<file path="config.mk">
export PLATFORM = sky130hd
export DESIGN_NAME = gb_wr_sched_flat
export DESIGN_NICKNAME = d
export VERILOG_FILES = /design/src/rtl/gb_wr_sched_if.sv /design/src/rtl/gb_wr_sched.sv /design/src/flat_wrapper.sv
export SDC_FILE = /design/constraint.sdc
export NUM_CORES = 1
export LEC_CHECK = 0
export ABC_AREA = 1
export BUFFER_PORTS_ARGS = -buffer_cell sky130_fd_sc_hd__buf_4
export CORE_MARGIN = 2
export CORE_UTILIZATION = 58
export DETAILED_ROUTE_END_ITERATION = 10
export PLACE_DENSITY = 0.87
export SYNTH_ARGS = -nofsm -noshare
export SYNTH_HDL_FRONTEND = slang
export SYNTH_SLANG_ARGS = --single-unit
</file>
<file path="constraint.sdc">
create_clock -name clk -period 4.4 [get_ports clk]
set_input_delay 0.22 -clock clk [delete_from_list [all_inputs] [get_ports clk]]
set_output_delay 0.22 -clock clk [all_outputs]
set_load 0.005 [all_outputs]
</file>
<file path="src/rtl/gb_wr_sched_if.sv">
// Bundle of request, config, data-beat and write-ID generator signals for gb_wr_sched.
// The slave modport is the scheduler side; master is the requester/generator side.
interface gb_wr_sched_if #(
  parameter int CYC_BITWIDTH = 8
);
  logic [2:0]                  req;
  logic [11:0]                 cfg_sram_num;
  logic [11:0]                 cfg_data_num;
  logic [3*CYC_BITWIDTH-1:0]   cfg_cyc_num;
  logic [2:0]                  src_vld;
  logic [2:0]                  src_rdy;
  logic [2:0]                  grant;
  logic [2:0]                  ack;
  logic                        wid_start;
  logic [1:0]                  wid_data_type;
  logic [3:0]                  wid_sram_num;
  logic [3:0]                  wid_data_num;
  logic [CYC_BITWIDTH-1:0]     wid_cyc_num;
  logic                        wid_read_out_flag;
  logic                        wid_done;
  logic                        busy;
  logic [15:0]                 beat_cnt;
  logic                        err_cfg;
  logic                        err_timeout;

  modport master (
    output req, cfg_sram_num, cfg_data_num, cfg_cyc_num, src_vld, wid_done,
    input  src_rdy, grant, ack, wid_start, wid_data_type, wid_sram_num,
           wid_data_num, wid_cyc_num, wid_read_out_flag, busy, beat_cnt,
           err_cfg, err_timeout
  );

  modport slave (
    input  req, cfg_sram_num, cfg_data_num, cfg_cyc_num, src_vld, wid_done,
    output src_rdy, grant, ack, wid_start, wid_data_type, wid_sram_num,
           wid_data_num, wid_cyc_num, wid_read_out_flag, busy, beat_cnt,
           err_cfg, err_timeout
  );
endinterface

</file>
<file path="src/rtl/gb_wr_sched.sv">
// Round-robin write scheduler: grants one of three requesters, hands its config to the
// write-ID generator, streams data beats until the generator reports done, then acks.
module gb_wr_sched #(
  parameter int CYC_BITWIDTH = 8,
  parameter int TIMEOUT_W    = 16
) (
  input  logic          clk,
  input  logic          rst,
  gb_wr_sched_if.slave  bus
);

  localparam logic [2:0] IDLE  = 3'd0;
  localparam logic [2:0] GRANT = 3'd1;
  localparam logic [2:0] START = 3'd2;
  localparam logic [2:0] RUN   = 3'd3;
  localparam logic [2:0] ACK   = 3'd4;

  logic [2:0]              state_q, state_d;
  logic [1:0]              owner_q, owner_d;
  logic [1:0]              rr_q, rr_d;
  logic [2:0]              grant_q, grant_d;
  logic [1:0]              dtype_q, dtype_d;
  logic [3:0]              sram_q, sram_d;
  logic [3:0]              data_q, data_d;
  logic [CYC_BITWIDTH-1:0] cyc_q, cyc_d;
  logic [15:0]             beat_cnt_q, beat_cnt_d;
  logic [TIMEOUT_W-1:0]    tmo_q, tmo_d;
  logic                    err_cfg_q, err_cfg_d;
  logic                    err_tmo_q, err_tmo_d;

  logic [3:0]              sram_arr [3];
  logic [3:0]              data_arr [3];
  logic [CYC_BITWIDTH-1:0] cyc_arr  [3];
  logic [2:0]              src_rdy_w;
  logic                    done_valid;
  logic                    run_rdy;
  logic                    beat;
  logic [1:0]              rr_idx1, rr_idx2;
  logic [1:0]              win_idx;

  // The generator holds done from its previous job until it sees a beat of the new one.
  assign done_valid = bus.wid_done & (beat_cnt_q != 16'd0);
  assign run_rdy    = (state_q == RUN) & ~done_valid;
  assign beat       = run_rdy & bus.src_vld[owner_q];

  genvar gi;
  generate
    for (gi = 0; gi < 3; gi++) begin : g_req
      assign sram_arr[gi]  = bus.cfg_sram_num[4*gi +: 4];
      assign data_arr[gi]  = bus.cfg_data_num[4*gi +: 4];
      assign cyc_arr[gi]   = bus.cfg_cyc_num[CYC_BITWIDTH*gi +: CYC_BITWIDTH];
      assign src_rdy_w[gi] = run_rdy & (owner_q == 2'(gi));
    end
  endgenerate

  assign rr_idx1 = (rr_q == 2'd2) ? 2'd0 : rr_q + 2'd1;
  assign rr_idx2 = (rr_q == 2'd0) ? 2'd2 : rr_q - 2'd1;

  always_comb begin
    win_idx = rr_q;
    if (bus.req[rr_q])         win_idx = rr_q;
    else if (bus.req[rr_idx1]) win_idx = rr_idx1;
    else if (bus.req[rr_idx2]) win_idx = rr_idx2;
  end

  always_comb begin
    state_d    = state_q;
    owner_d    = owner_q;
    rr_d       = rr_q;
    grant_d    = grant_q;
    dtype_d    = dtype_q;
    sram_d     = sram_q;
    data_d     = data_q;
    cyc_d      = cyc_q;
    beat_cnt_d = beat_cnt_q;
    tmo_d      = tmo_q;
    err_cfg_d  = err_cfg_q;
    err_tmo_d  = err_tmo_q;
    case (state_q)
      IDLE: begin
        if (|bus.req) begin
          owner_d = win_idx;
          grant_d = 3'b001 << win_idx;
          state_d = GRANT;
        end
      end
      GRANT: begin
        dtype_d    = owner_q;
        sram_d     = sram_arr[owner_q];
        data_d     = data_arr[owner_q];
        cyc_d      = cyc_arr[owner_q];
        beat_cnt_d = 16'd0;
        tmo_d      = '0;
        if (data_arr[owner_q] == 4'd0 || cyc_arr[owner_q] == '0) begin
          err_cfg_d = 1'b1;
          state_d   = ACK;
        end else begin
          state_d = START;
        end
      end
      START: state_d = RUN;
      RUN: begin
        if (done_valid) begin
          state_d = ACK;
        end else if (beat) begin
          beat_cnt_d = (beat_cnt_q == 16'hFFFF) ? beat_cnt_q : beat_cnt_q + 16'd1;
          tmo_d      = '0;
        end else if (tmo_q == {TIMEOUT_W{1'b1}}) begin
          err_tmo_d = 1'b1;
          state_d   = ACK;
        end else begin
          tmo_d = tmo_q + 1'b1;
        end
      end
      ACK: begin
        grant_d = 3'b000;
        rr_d    = (owner_q == 2'd2) ? 2'd0 : owner_q + 2'd1;
        state_d = IDLE;
      end
      default: state_d = IDLE;
    endcase
  end

  always_ff @(posedge clk) begin
    if (rst) begin
      state_q    <= IDLE;
      owner_q    <= 2'd0;
      rr_q       <= 2'd0;
      grant_q    <= 3'd0;
      dtype_q    <= 2'd0;
      sram_q     <= 4'd0;
      data_q     <= 4'd0;
      cyc_q      <= '0;
      beat_cnt_q <= 16'd0;
      tmo_q      <= '0;
      err_cfg_q  <= 1'b0;
      err_tmo_q  <= 1'b0;
    end else begin
      state_q    <= state_d;
      owner_q    <= owner_d;
      rr_q       <= rr_d;
      grant_q    <= grant_d;
      dtype_q    <= dtype_d;
      sram_q     <= sram_d;
      data_q     <= data_d;
      cyc_q      <= cyc_d;
      beat_cnt_q <= beat_cnt_d;
      tmo_q      <= tmo_d;
      err_cfg_q  <= err_cfg_d;
      err_tmo_q  <= err_tmo_d;
    end
  end

  assign bus.src_rdy           = src_rdy_w;
  assign bus.grant             = grant_q;
  assign bus.ack               = (state_q == ACK) ? grant_q : 3'b000;
  assign bus.wid_start         = (state_q == START);
  assign bus.wid_data_type     = dtype_q;
  assign bus.wid_sram_num      = sram_q;
  assign bus.wid_data_num      = data_q;
  assign bus.wid_cyc_num       = cyc_q;
  assign bus.wid_read_out_flag = beat;
  assign bus.busy              = (state_q != IDLE);
  assign bus.beat_cnt          = beat_cnt_q;
  assign bus.err_cfg           = err_cfg_q;
  assign bus.err_timeout       = err_tmo_q;

endmodule

</file>
<file path="src/flat_wrapper.sv">
// flat-port wrapper written by rule: the top's interface ports become plain ports
module gb_wr_sched_flat 
#(
  parameter int CYC_BITWIDTH = 8,
  parameter int TIMEOUT_W    = 16
)
  (clk, rst, bus_req, bus_cfg_sram_num, bus_cfg_data_num, bus_cfg_cyc_num, bus_src_vld, bus_wid_done, bus_src_rdy, bus_grant, bus_ack, bus_wid_start, bus_wid_data_type, bus_wid_sram_num, bus_wid_data_num, bus_wid_cyc_num, bus_wid_read_out_flag, bus_busy, bus_beat_cnt, bus_err_cfg, bus_err_timeout);
  gb_wr_sched_if #(.CYC_BITWIDTH(CYC_BITWIDTH)) bus_i ();
  input  logic clk;
  input  logic rst;
  input wire logic [$bits(bus_i.req)-1:0] bus_req;
  input wire logic [$bits(bus_i.cfg_sram_num)-1:0] bus_cfg_sram_num;
  input wire logic [$bits(bus_i.cfg_data_num)-1:0] bus_cfg_data_num;
  input wire logic [$bits(bus_i.cfg_cyc_num)-1:0] bus_cfg_cyc_num;
  input wire logic [$bits(bus_i.src_vld)-1:0] bus_src_vld;
  input wire logic [$bits(bus_i.wid_done)-1:0] bus_wid_done;
  output wire logic [$bits(bus_i.src_rdy)-1:0] bus_src_rdy;
  output wire logic [$bits(bus_i.grant)-1:0] bus_grant;
  output wire logic [$bits(bus_i.ack)-1:0] bus_ack;
  output wire logic [$bits(bus_i.wid_start)-1:0] bus_wid_start;
  output wire logic [$bits(bus_i.wid_data_type)-1:0] bus_wid_data_type;
  output wire logic [$bits(bus_i.wid_sram_num)-1:0] bus_wid_sram_num;
  output wire logic [$bits(bus_i.wid_data_num)-1:0] bus_wid_data_num;
  output wire logic [$bits(bus_i.wid_cyc_num)-1:0] bus_wid_cyc_num;
  output wire logic [$bits(bus_i.wid_read_out_flag)-1:0] bus_wid_read_out_flag;
  output wire logic [$bits(bus_i.busy)-1:0] bus_busy;
  output wire logic [$bits(bus_i.beat_cnt)-1:0] bus_beat_cnt;
  output wire logic [$bits(bus_i.err_cfg)-1:0] bus_err_cfg;
  output wire logic [$bits(bus_i.err_timeout)-1:0] bus_err_timeout;
  assign bus_i.req = bus_req;
  assign bus_i.cfg_sram_num = bus_cfg_sram_num;
  assign bus_i.cfg_data_num = bus_cfg_data_num;
  assign bus_i.cfg_cyc_num = bus_cfg_cyc_num;
  assign bus_i.src_vld = bus_src_vld;
  assign bus_i.wid_done = bus_wid_done;
  assign bus_src_rdy = bus_i.src_rdy;
  assign bus_grant = bus_i.grant;
  assign bus_ack = bus_i.ack;
  assign bus_wid_start = bus_i.wid_start;
  assign bus_wid_data_type = bus_i.wid_data_type;
  assign bus_wid_sram_num = bus_i.wid_sram_num;
  assign bus_wid_data_num = bus_i.wid_data_num;
  assign bus_wid_cyc_num = bus_i.wid_cyc_num;
  assign bus_wid_read_out_flag = bus_i.wid_read_out_flag;
  assign bus_busy = bus_i.busy;
  assign bus_beat_cnt = bus_i.beat_cnt;
  assign bus_err_cfg = bus_i.err_cfg;
  assign bus_err_timeout = bus_i.err_timeout;
  gb_wr_sched #(.CYC_BITWIDTH(CYC_BITWIDTH), .TIMEOUT_W(TIMEOUT_W)) u_core (.clk(clk), .rst(rst), .bus(bus_i));
endmodule
</file>
==> metrics.log, run 1 <==
[metrics] final hold violation count: 0
[metrics] most instantiated cells after synthesis: 182 x sky130_fd_sc_hd__nand2_1, 109 x sky130_fd_sc_hd__nor2_1, 65 x sky130_fd_sc_hd__nand3_1
[metrics] Post-CTS Hold Fix Bufs: 0
[metrics] net switching power: 619 uW
[metrics] static power due to leakage: 2.21 nW
[metrics] Critical-path top delay cell: sky130_fd_sc_hd__nor2_2
[metrics] H-Tree Level Count: 3
[metrics] DIE AREA: 0.00750 sq mm
[metrics] number of enable flip-flop cells after synthesis: 0
[metrics] Detailed Route Iter0 Violations: 295
[metrics] worst setup slack after placement: 1820 ps
[metrics] setup repair after global routing missed its margin: false
[metrics] number of pins exceeding their max-slew limit in the final report: 0
[metrics] simple logic cell fraction of the synthesized area: 43.5%
[metrics] most common cell in the synthesized netlist: sky130_fd_sc_hd__nand2_1
[metrics] path depth of the worst reg2reg path: 9
[metrics] largest net degree at the start of global routing: 37
[metrics] beginning of the worst hold path: bus_cfg_sram_num[8]
[metrics] worst-path cell chain: inv_1 > nor2_2 > nand2_1 > nand3_1 > nand3_1 > inv_1 > buf_4
[metrics] ratio of cells with drive above 1 in the final layout: 19.8%
[metrics] top-area cell type share of the netlist area: 31.4%
[metrics] worst path setup slack after routing: 1740 ps
[metrics] share of flip-flops with an asynchronous set or reset: 0%
[metrics] number of flip-flops and latches in the synthesized netlist: 62
[metrics] starting density of the core: 59.2%
[metrics] power density normalized to cell area: 350 mW/mm^2
[metrics] worst min-delay path class: input pin to flop
[metrics] worst rel slew slack: 43.2%
[metrics] TritonCTS clock tree: done
[metrics] crit path capture type: primary output
[metrics] mean area per synthesized cell: 6.17 sq um
[metrics] Clk pwr share: 30.2%
[metrics] total nets after synthesis: 704
[metrics] buffer cell driving the clock tree root: sky130_fd_sc_hd__clkbuf_8
[metrics] total wire length: 11400 microns
[metrics] number of buffers created by CTS: 9
[metrics] data required time of the worst path: 4180 ps
[metrics] startpoint of the most critical register-to-register path: u_core.owner_q[0]
[metrics] count of boundary I/O pins: 105
[metrics] net switching share of the total power: 35.9%
[metrics] MaxCap Viol Count: 0
[metrics] share of the yosys chip area belonging to registers: 31.4%
[metrics] xor/xnor cell area share of the yosys netlist: 3.32%
[metrics] main combinational cell family by area after synthesis: simple AND/OR/NAND/NOR gates
[metrics] CTS resizes: 0
[metrics] antenna violations before repair: 0
[metrics] final global-route overflow total: 0
[metrics] post-detailed-placement half-perimeter wirelength: 8250 microns
[metrics] met2 track demand over resource: 53.4%
[metrics] complex-gate fraction of the synthesized area: 10.9%
[metrics] area added between synthesis and finish: 24.7%
[metrics] clock latency reported for the late side of the worst-skew pair: 350 ps
[metrics] count of vias placed by the detailed router: 4551
[metrics] critical path class: flop to primary output
[metrics] Combinational Power Share: 31.4%
[metrics] total setup violations reported at the end of the flow: 0
[metrics] maximum single-stage delay on the critical path: 530 ps
[metrics] Most used DFF post-synth: sky130_fd_sc_hd__dfxtp_1
[metrics] startpoint kind of the worst setup timing path: flop
[metrics] count of inserted antenna diode cells: 0
[metrics] post-synthesis cell type with the largest combined area: sky130_fd_sc_hd__dfxtp_1
[metrics] DR DRC count: 0
[metrics] RR Endpoint: u_core.bus.beat_cnt[15]
[metrics] detail-routed net length per standard cell: 13.9 microns
[metrics] slew of the pin with the lowest slew margin: 848 ps
[metrics] cell area after synthesis: 0.00396 sq mm
[metrics] met3 Track Usage GR: 6.67%
[metrics] nets: 799
[metrics] hold endpoint: u_core.bus.wid_sram_num[0]
[metrics] mux contribution to synthesized area: 0%
[metrics] largest fanout on the critical path: 18
[metrics] DRT antenna net count: 0
[metrics] Max IR drop VDD: 0.190 mV
[metrics] Max Freq: 0.376 GHz
[metrics] vias in the first global route: 4276
[metrics] wire length of the first global-routing pass: 18900 microns
[metrics] Gate Count Post-Synth: 641
[metrics] global routing usage summed across all routing layers: 31.1%
[metrics] FP Rows: 30
[metrics] overall die height: 86.6 microns
[metrics] Syn. warnings: 0
[metrics] DRT Pass-1 Iters: 5
[metrics] deepest clock path buffer count: 2
[metrics] met1 demand-to-capacity share in global routing: 37.7%
[metrics] die span in x: 86.6 microns
[metrics] result of the run: finished, final reports clean
[metrics] family with the most delay on the worst path: simple AND/OR/NAND/NOR gates
[metrics] number of sinks on the clock net: 62
[metrics] # port buffers: 104
[metrics] top cells by area in the synthesized netlist: sky130_fd_sc_hd__dfxtp_1 31%, sky130_fd_sc_hd__nand2_1 17%, sky130_fd_sc_hd__nor2_1 10%
[metrics] setup repair bufs after CTS: 0
[metrics] GP Congestion: 0.939
[metrics] final cycle utilization of the critical path: 60.5%
[metrics] summed negative setup slack over all endpoints: 0 ps
[metrics] share of power burned in registers: 38.4%
[metrics] internal power summed over all cells: 1.11 mW
[metrics] origin of the worst setup path: u_core.owner_q[0]
[metrics] buffer and inverter count on the worst path: 3
[metrics] clock input transition at the sequential cells of the worst setup and hold paths: 70 ps
[metrics] setup slack on the worst flop-to-flop path: 1800 ps
[metrics] area inside the core boundary: 0.00668 sq mm
[metrics] setup clock skew after layout: 10.9 ps
[metrics] Min-Delay Path Depth: 3
[metrics] number of library cell types mapped by synthesis: 33
[metrics] data arrival time of the critical path: 2440 ps
[metrics] Adder-Cell Fraction of Synth Area: 1.90%
[metrics] most heavily used metal layer in global routing: met2
[metrics] detailed-route vias per instance: 5.54
[metrics] minimum period implied by the final worst setup slack: 2660 ps
logic make-up after synthesis:
kind of cell | Yosys count
xor gates and xnor gates | 15
AOI/OAI and AO/OA | 78
buffers and inverters | 87
DFF | 62
adders and majority gates | 6
and+or+nand+nor | 393
layout by cell type, fill, tap and decap left out, types with 2 or more instances in the layout:
cell type / count
sky130_fd_sc_hd__buf_4: 104
sky130_fd_sc_hd__xnor2_1: 2
sky130_fd_sc_hd__nand3b_1: 4
sky130_fd_sc_hd__nor2_2: 2
sky130_fd_sc_hd__nand2_2: 4
sky130_fd_sc_hd__clkbuf_8: 11
sky130_fd_sc_hd__dfxtp_1: 62
sky130_fd_sc_hd__ha_1: 6
sky130_fd_sc_hd__a21oi_2: 4
sky130_fd_sc_hd__a31oi_1: 3
sky130_fd_sc_hd__nor2_4: 6
sky130_fd_sc_hd__a21oi_1: 39
sky130_fd_sc_hd__nand3_2: 3
sky130_fd_sc_hd__inv_1: 62
sky130_fd_sc_hd__nor3b_1: 3
sky130_fd_sc_hd__nand3_1: 65
sky130_fd_sc_hd__inv_2: 4
sky130_fd_sc_hd__nand4_1: 2
sky130_fd_sc_hd__nor2_1: 109
sky130_fd_sc_hd__o21bai_1: 2
sky130_fd_sc_hd__nor3_1: 8
sky130_fd_sc_hd__xor2_1: 13
sky130_fd_sc_hd__o21ai_0: 27
sky130_fd_sc_hd__clkbuf_1: 2
sky130_fd_sc_hd__nand2_4: 3
sky130_fd_sc_hd__nand2_1: 182
stage by stage:
step	util [%]	cell area, sq um	std cells	total power, mW	hold WS, ps
after floorplan	-	3960	641	1.03	381
after global placement	70.8	4730	805	1.19	443
after detailed placement	70.8	4730	805	1.20	468
after CTS	73.8	4930	821	1.72	136
after global routing	73.8	4930	821	1.82	173
final	73.8	4930	821	1.73	148
worst max path at each step:
| stage | end | cells past startpoint |
|---|---|---|
| after floorplan | u_core.tmo_q[11] | 11 |
| after global placement | u_core.bus.beat_cnt[2] | 9 |
| after detailed placement | u_core.bus.beat_cnt[15] | 9 |
| after CTS | bus_wid_read_out_flag | 7 |
| after global routing | u_core.bus.beat_cnt[15] | 9 |
| final | bus_wid_read_out_flag | 7 |
cell type report:
cell class / count / area [sq um]
Clock buffer: 13 / 159
Clock inverter: 3 / 42.5
Inverter: 67 / 251
Fill cell: 553 / 1750
Sequential cell: 62 / 1240
Multi-Input combinational cell: 492 / 2360
Tap cell: 80 / 100
Timing Repair Buffer: 104 / 781
worst reg2reg max path, cell delays in order, from the launching register on:
cell,delay (ps)
sky130_fd_sc_hd__dfxtp_1,380
sky130_fd_sc_hd__inv_1,100
sky130_fd_sc_hd__nor2_2,530
sky130_fd_sc_hd__nand2_1,120
sky130_fd_sc_hd__nand3_1,190
sky130_fd_sc_hd__nand3_1,380
sky130_fd_sc_hd__nand2_1,220
sky130_fd_sc_hd__nand3_2,300
sky130_fd_sc_hd__nand2_1,170
sky130_fd_sc_hd__a21oi_1,90
power groups by stage:
stage | Combinational (mW) | Sequential [mW] | Clock [mW]
6_report | 0.542 | 0.663 | 0.521
5_1_grt | 0.604 | 0.666 | 0.545
4_1_cts | 0.536 | 0.660 | 0.523
3_5_place_dp | 0.533 | 0.671 | 0
3_3_place_gp | 0.517 | 0.671 | 0
2_1_floorplan | 0.361 | 0.665 | 0
routing by layer:
metal	wire length, microns	part of all wire [%]	vias up
met2	5600	49	187
met4	230	2.0	0
met5	0	0	-
met3	866	7.6	26
met1	4720	41	2112
li1	-	-	2226
flip-flops by register name, indices dropped and copies added (netlist names):
| register | cells |
|---|---|
| u_core.bus.beat_cnt | 16 |
| u_core.tmo_q | 16 |
| u_core.bus.wid_cyc_num | 8 |
| u_core.bus.wid_data_num | 4 |
| u_core.bus.wid_sram_num | 4 |
| u_core.bus.grant | 3 |
| u_core.state_q | 3 |
| u_core.bus.wid_data_type | 2 |
| u_core.owner_q | 2 |
| u_core.rr_q | 2 |
| u_core.bus.err_cfg | 1 |
| u_core.bus.err_timeout | 1 |
Power figures use the tool's default switching activity.
==> inputs of run 2 (changes only) <==
--- a/config.mk
+++ b/config.mk
@@ -5,12 +5,12 @@
 export SDC_FILE = /design/constraint.sdc
 export NUM_CORES = 1
 export LEC_CHECK = 0
-export ABC_AREA = 1
+export ABC_AREA = 0
 export BUFFER_PORTS_ARGS = -buffer_cell sky130_fd_sc_hd__buf_4
 export CORE_MARGIN = 2
-export CORE_UTILIZATION = 58
+export CORE_UTILIZATION = 47
 export DETAILED_ROUTE_END_ITERATION = 10
-export PLACE_DENSITY = 0.87
+export PLACE_DENSITY = 0.76
 export SYNTH_ARGS = -nofsm -noshare
 export SYNTH_HDL_FRONTEND = slang
 export SYNTH_SLANG_ARGS = --single-unit
==> constraint.sdc (replaced) <==
create_clock -name clk -period 2.3 [get_ports clk]
set_input_delay 0.115 -clock clk [delete_from_list [all_inputs] [get_ports clk]]
set_output_delay 0.115 -clock clk [all_outputs]
set_load 0.005 [all_outputs]
==> run 2 against run 1 <==
Compared with the run above: clock skew decreased by 3.8 ps; first-iteration DRC count up 6.1%; worst hold slack got worse by 37 ps; non-clock buffer count increased by 50; global-route usage decreased by 4.3 points; die area increased by 14%; cell count shrank 16%; flip-flop and latch count unchanged; largest power group is now combinational cells; highest routed layer unchanged.
==> metrics.log, run 2 <==
[metrics] result of the run: finished, final reports clean
[metrics] total wire length: 11500 microns
[metrics] startpoint kind of the worst setup timing path: flop
[metrics] final global-route overflow total: 0
[metrics] largest net degree at the start of global routing: 39
[metrics] setup clock skew after layout: 7.09 ps
[metrics] antenna violations before repair: 0
[metrics] minimum period implied by the final worst setup slack: 2300 ps
[metrics] number of flip-flops and latches in the synthesized netlist: 62
[metrics] number of library cell types mapped by synthesis: 54
[metrics] number of filler cells placed in the layout: 659
[metrics] number of enable flip-flop cells after synthesis: 0
[metrics] Worst Hold Margin: 111 ps
[metrics] wire length of the first global-routing pass: 18400 microns
[metrics] number of pins exceeding their max-slew limit in the final report: 0
[metrics] number of buffers created by CTS: 9
[metrics] H-Tree Level Count: 3
[metrics] worst path setup slack after routing: 2.51 ps
[metrics] overall die height: 92.4 microns
[metrics] number of sinks on the clock net: 62
[metrics] Post-CTS Hold Fix Bufs: 0
[metrics] count of boundary I/O pins: 105
[metrics] top cells by area in the synthesized netlist: sky130_fd_sc_hd__dfxtp_1 34%, sky130_fd_sc_hd__mux2i_1 6.8%, sky130_fd_sc_hd__nor2_1 4.1%
[metrics] global routing usage summed across all routing layers: 26.8%
[metrics] # port buffers: 104
[metrics] mean area per synthesized cell: 8.18 sq um
[metrics] post-route cell area: 0.00517 sq mm
[metrics] Clk pwr share: 24.2%
[metrics] MaxCap Viol Count: 0
[metrics] cell area after synthesis: 0.00367 sq mm
[metrics] detailed-route vias per instance: 6.05
[metrics] worst setup slack after placement: -2.54 ps
[metrics] DIE AREA: 0.00854 sq mm
[metrics] critical path class: flop to primary output
[metrics] Max IR drop VDD: 0.468 mV
[metrics] data required time of the worst path: 2180 ps
[metrics] area inside the core boundary: 0.00765 sq mm
[metrics] path depth of the worst reg2reg path: 9
[metrics] post-synthesis cell type with the largest combined area: sky130_fd_sc_hd__dfxtp_1
[metrics] share of power burned in registers: 37.4%
[metrics] cell total after placement: 675
[metrics] data arrival time of the critical path: 2180 ps
[metrics] clock input transition at the sequential cells of the worst setup and hold paths: 60 ps
[metrics] Syn. warnings: 0
[metrics] setup repair after global routing missed its margin: true
[metrics] ratio of cells with drive above 1 in the final layout: 31.5%
[metrics] area of placed instances: 0.00488 sq mm
[metrics] detail-routed net length per standard cell: 16.6 microns
[metrics] crit path capture type: primary output
[metrics] worst setup path endpoint: bus_src_rdy[2]
[metrics] largest fanout on the critical path: 5
[metrics] RR Endpoint: u_core.tmo_q[5]
[metrics] net switching power: 1.22 mW
[metrics] setup slack on the worst flop-to-flop path: 40 ps
[metrics] total setup violations reported at the end of the flow: 0
[metrics] internal power summed over all cells: 2.20 mW
[metrics] vias in the first global route: 3940
[metrics] starting density of the core: 48.1%
[metrics] TritonCTS clock tree: done
[metrics] power density normalized to cell area: 662 mW/mm^2
[metrics] most instantiated cells after synthesis: 62 x sky130_fd_sc_hd__dfxtp_1, 40 x sky130_fd_sc_hd__nor2_1, 32 x sky130_fd_sc_hd__nand2_1
[metrics] top-area cell type share of the netlist area: 33.8%
[metrics] clock latency reported for the late side of the worst-skew pair: 350 ps
[metrics] buffer cell driving the clock tree root: sky130_fd_sc_hd__clkbuf_8
[metrics] FP Rows: 32
[metrics] total nets after synthesis: 512
[metrics] final cycle utilization of the critical path: 99.9%
[metrics] worst min-delay path class: input pin to flop
[metrics] Detailed Route Iter0 Violations: 313
[metrics] most common cell in the synthesized netlist: sky130_fd_sc_hd__dfxtp_1
[metrics] origin of the worst setup path: u_core.bus.beat_cnt[0]
[metrics] top library cells by usage in the layout, fill and taps aside: 148 x sky130_fd_sc_hd__buf_4, 61 x sky130_fd_sc_hd__dfxtp_1, 38 x sky130_fd_sc_hd__nor2_1
[metrics] nets: 651
[metrics] Gate Count Post-Synth: 449
[metrics] net switching share of the total power: 35.6%
[metrics] count of inserted antenna diode cells: 0
[metrics] startpoint of the most critical register-to-register path: u_core.bus.beat_cnt[0]
[metrics] worst rel slew slack: 53.2%
[metrics] Max Freq: 0.435 GHz
[metrics] DRT Pass-1 Iters: 5
[metrics] static power due to leakage: 2.11 nW
[metrics] area added between synthesis and finish: 40.6%
[metrics] GP Congestion: 0.899
[metrics] DRT antenna net count: 0
[metrics] commonest non-fill, non-tap cell in the layout: sky130_fd_sc_hd__buf_4
[metrics] deepest clock path buffer count: 2
[metrics] Combinational Power Share: 38.4%
[metrics] count of vias placed by the detailed router: 4195
[metrics] share of the yosys chip area belonging to registers: 33.8%
[metrics] share of flip-flops with an asynchronous set or reset: 0%
[metrics] post-detailed-placement half-perimeter wirelength: 8360 microns
[metrics] power after layout: 3.42 mW
[metrics] final hold violation count: 0
[metrics] Most used DFF post-synth: sky130_fd_sc_hd__dfxtp_1
[metrics] DR DRC count: 0
[metrics] die span in x: 92.4 microns
[metrics] slew of the pin with the lowest slew margin: 695 ps
[metrics] post-layout instance count excluding filler cells: 693
[run 2: cell type report]
| class | count | area, sq um | area share, % |
|---|---|---|---|
| Clock buffer | 12 | 145 | 2.81 |
| Timing Repair Buffer | 154 | 1210 | 23.5 |
| Sequential cell | 62 | 1240 | 24.0 |
| Tap cell | 102 | 128 | 2.47 |
| Multi-Input combinational cell | 350 | 2390 | 46.2 |
| Inverter | 11 | 41.3 | 0.799 |
| Clock inverter | 2 | 10.0 | 0.194 |
[run 2: logic make-up (layout without fill, tap and decap cells)]
kind of cell | count (synthesis) | after routing | share of synthesized area [%]
simple gates | 193 | 193 | 28.6
compound gates | 126 | 126 | 24.8
flops | 62 | 62 | 33.8
buf+inv | 37 | 179 | 4.05
mux | 25 | 25 | 6.81
fa+ha+maj | 6 | 6 | 2.04
[run 2: routing by layer]
layer	part of all wire [%]	vias up	track usage, %
met5	0	-	0
met4	2.0	0	10.6
met3	8.5	25	7.65
met2	49	190	45.1
met1	40	1974	32.2
li1	-	2006	-
[run 2: worst max-delay path: stages, from the launching register on]
cell and delay, ps:
sky130_fd_sc_hd__dfxtp_2 330, sky130_fd_sc_hd__inv_2 50, sky130_fd_sc_hd__ha_1 140, sky130_fd_sc_hd__or4b_4 490
sky130_fd_sc_hd__o41ai_4 250, sky130_fd_sc_hd__buf_4 190, sky130_fd_sc_hd__buf_6 120, sky130_fd_sc_hd__and3_4 180
sky130_fd_sc_hd__buf_4 100
[run 2: how the worst min path moves through the flow]
stage                                       to            startpoint  depth (start not counted)
floorplan           u_core.bus.wid_sram_num[0]   bus_cfg_sram_num[8]                          2
global placement    u_core.bus.wid_sram_num[2]  bus_cfg_sram_num[10]                          3
detailed placement  u_core.bus.wid_sram_num[2]  bus_cfg_sram_num[10]                          3
CTS                 u_core.bus.wid_sram_num[2]  bus_cfg_sram_num[10]                          3
global route        u_core.bus.wid_sram_num[2]  bus_cfg_sram_num[10]                          3
finish              u_core.bus.wid_sram_num[2]  bus_cfg_sram_num[10]                          3
[run 2: through the flow]
step / util, % / setup TNS [ps]
after floorplan: - / 0
after global placement: 63.9 / 0
after detailed placement: 63.9 / -2.54
after CTS: 66.3 / -6.64
after global routing: 67.6 / -334
final: 67.6 / 0
[run 2: timing repair]
action | CTS | global route
gates resized for setup | 4 | 18
endpoints found under the setup margin | 4 | 29
pin swaps | 1 | 10
buffers inserted | 2 | 2
[run 2: power by group through the flow]
stage	clock network, mW	logic [mW]	registers (mW)
after floorplan	0	0.725	1.27
after global placement	0	1.21	1.30
after detailed placement	0	1.24	1.30
after CTS	0.834	1.26	1.28
after global routing	0.881	1.43	1.29
final	0.828	1.31	1.28
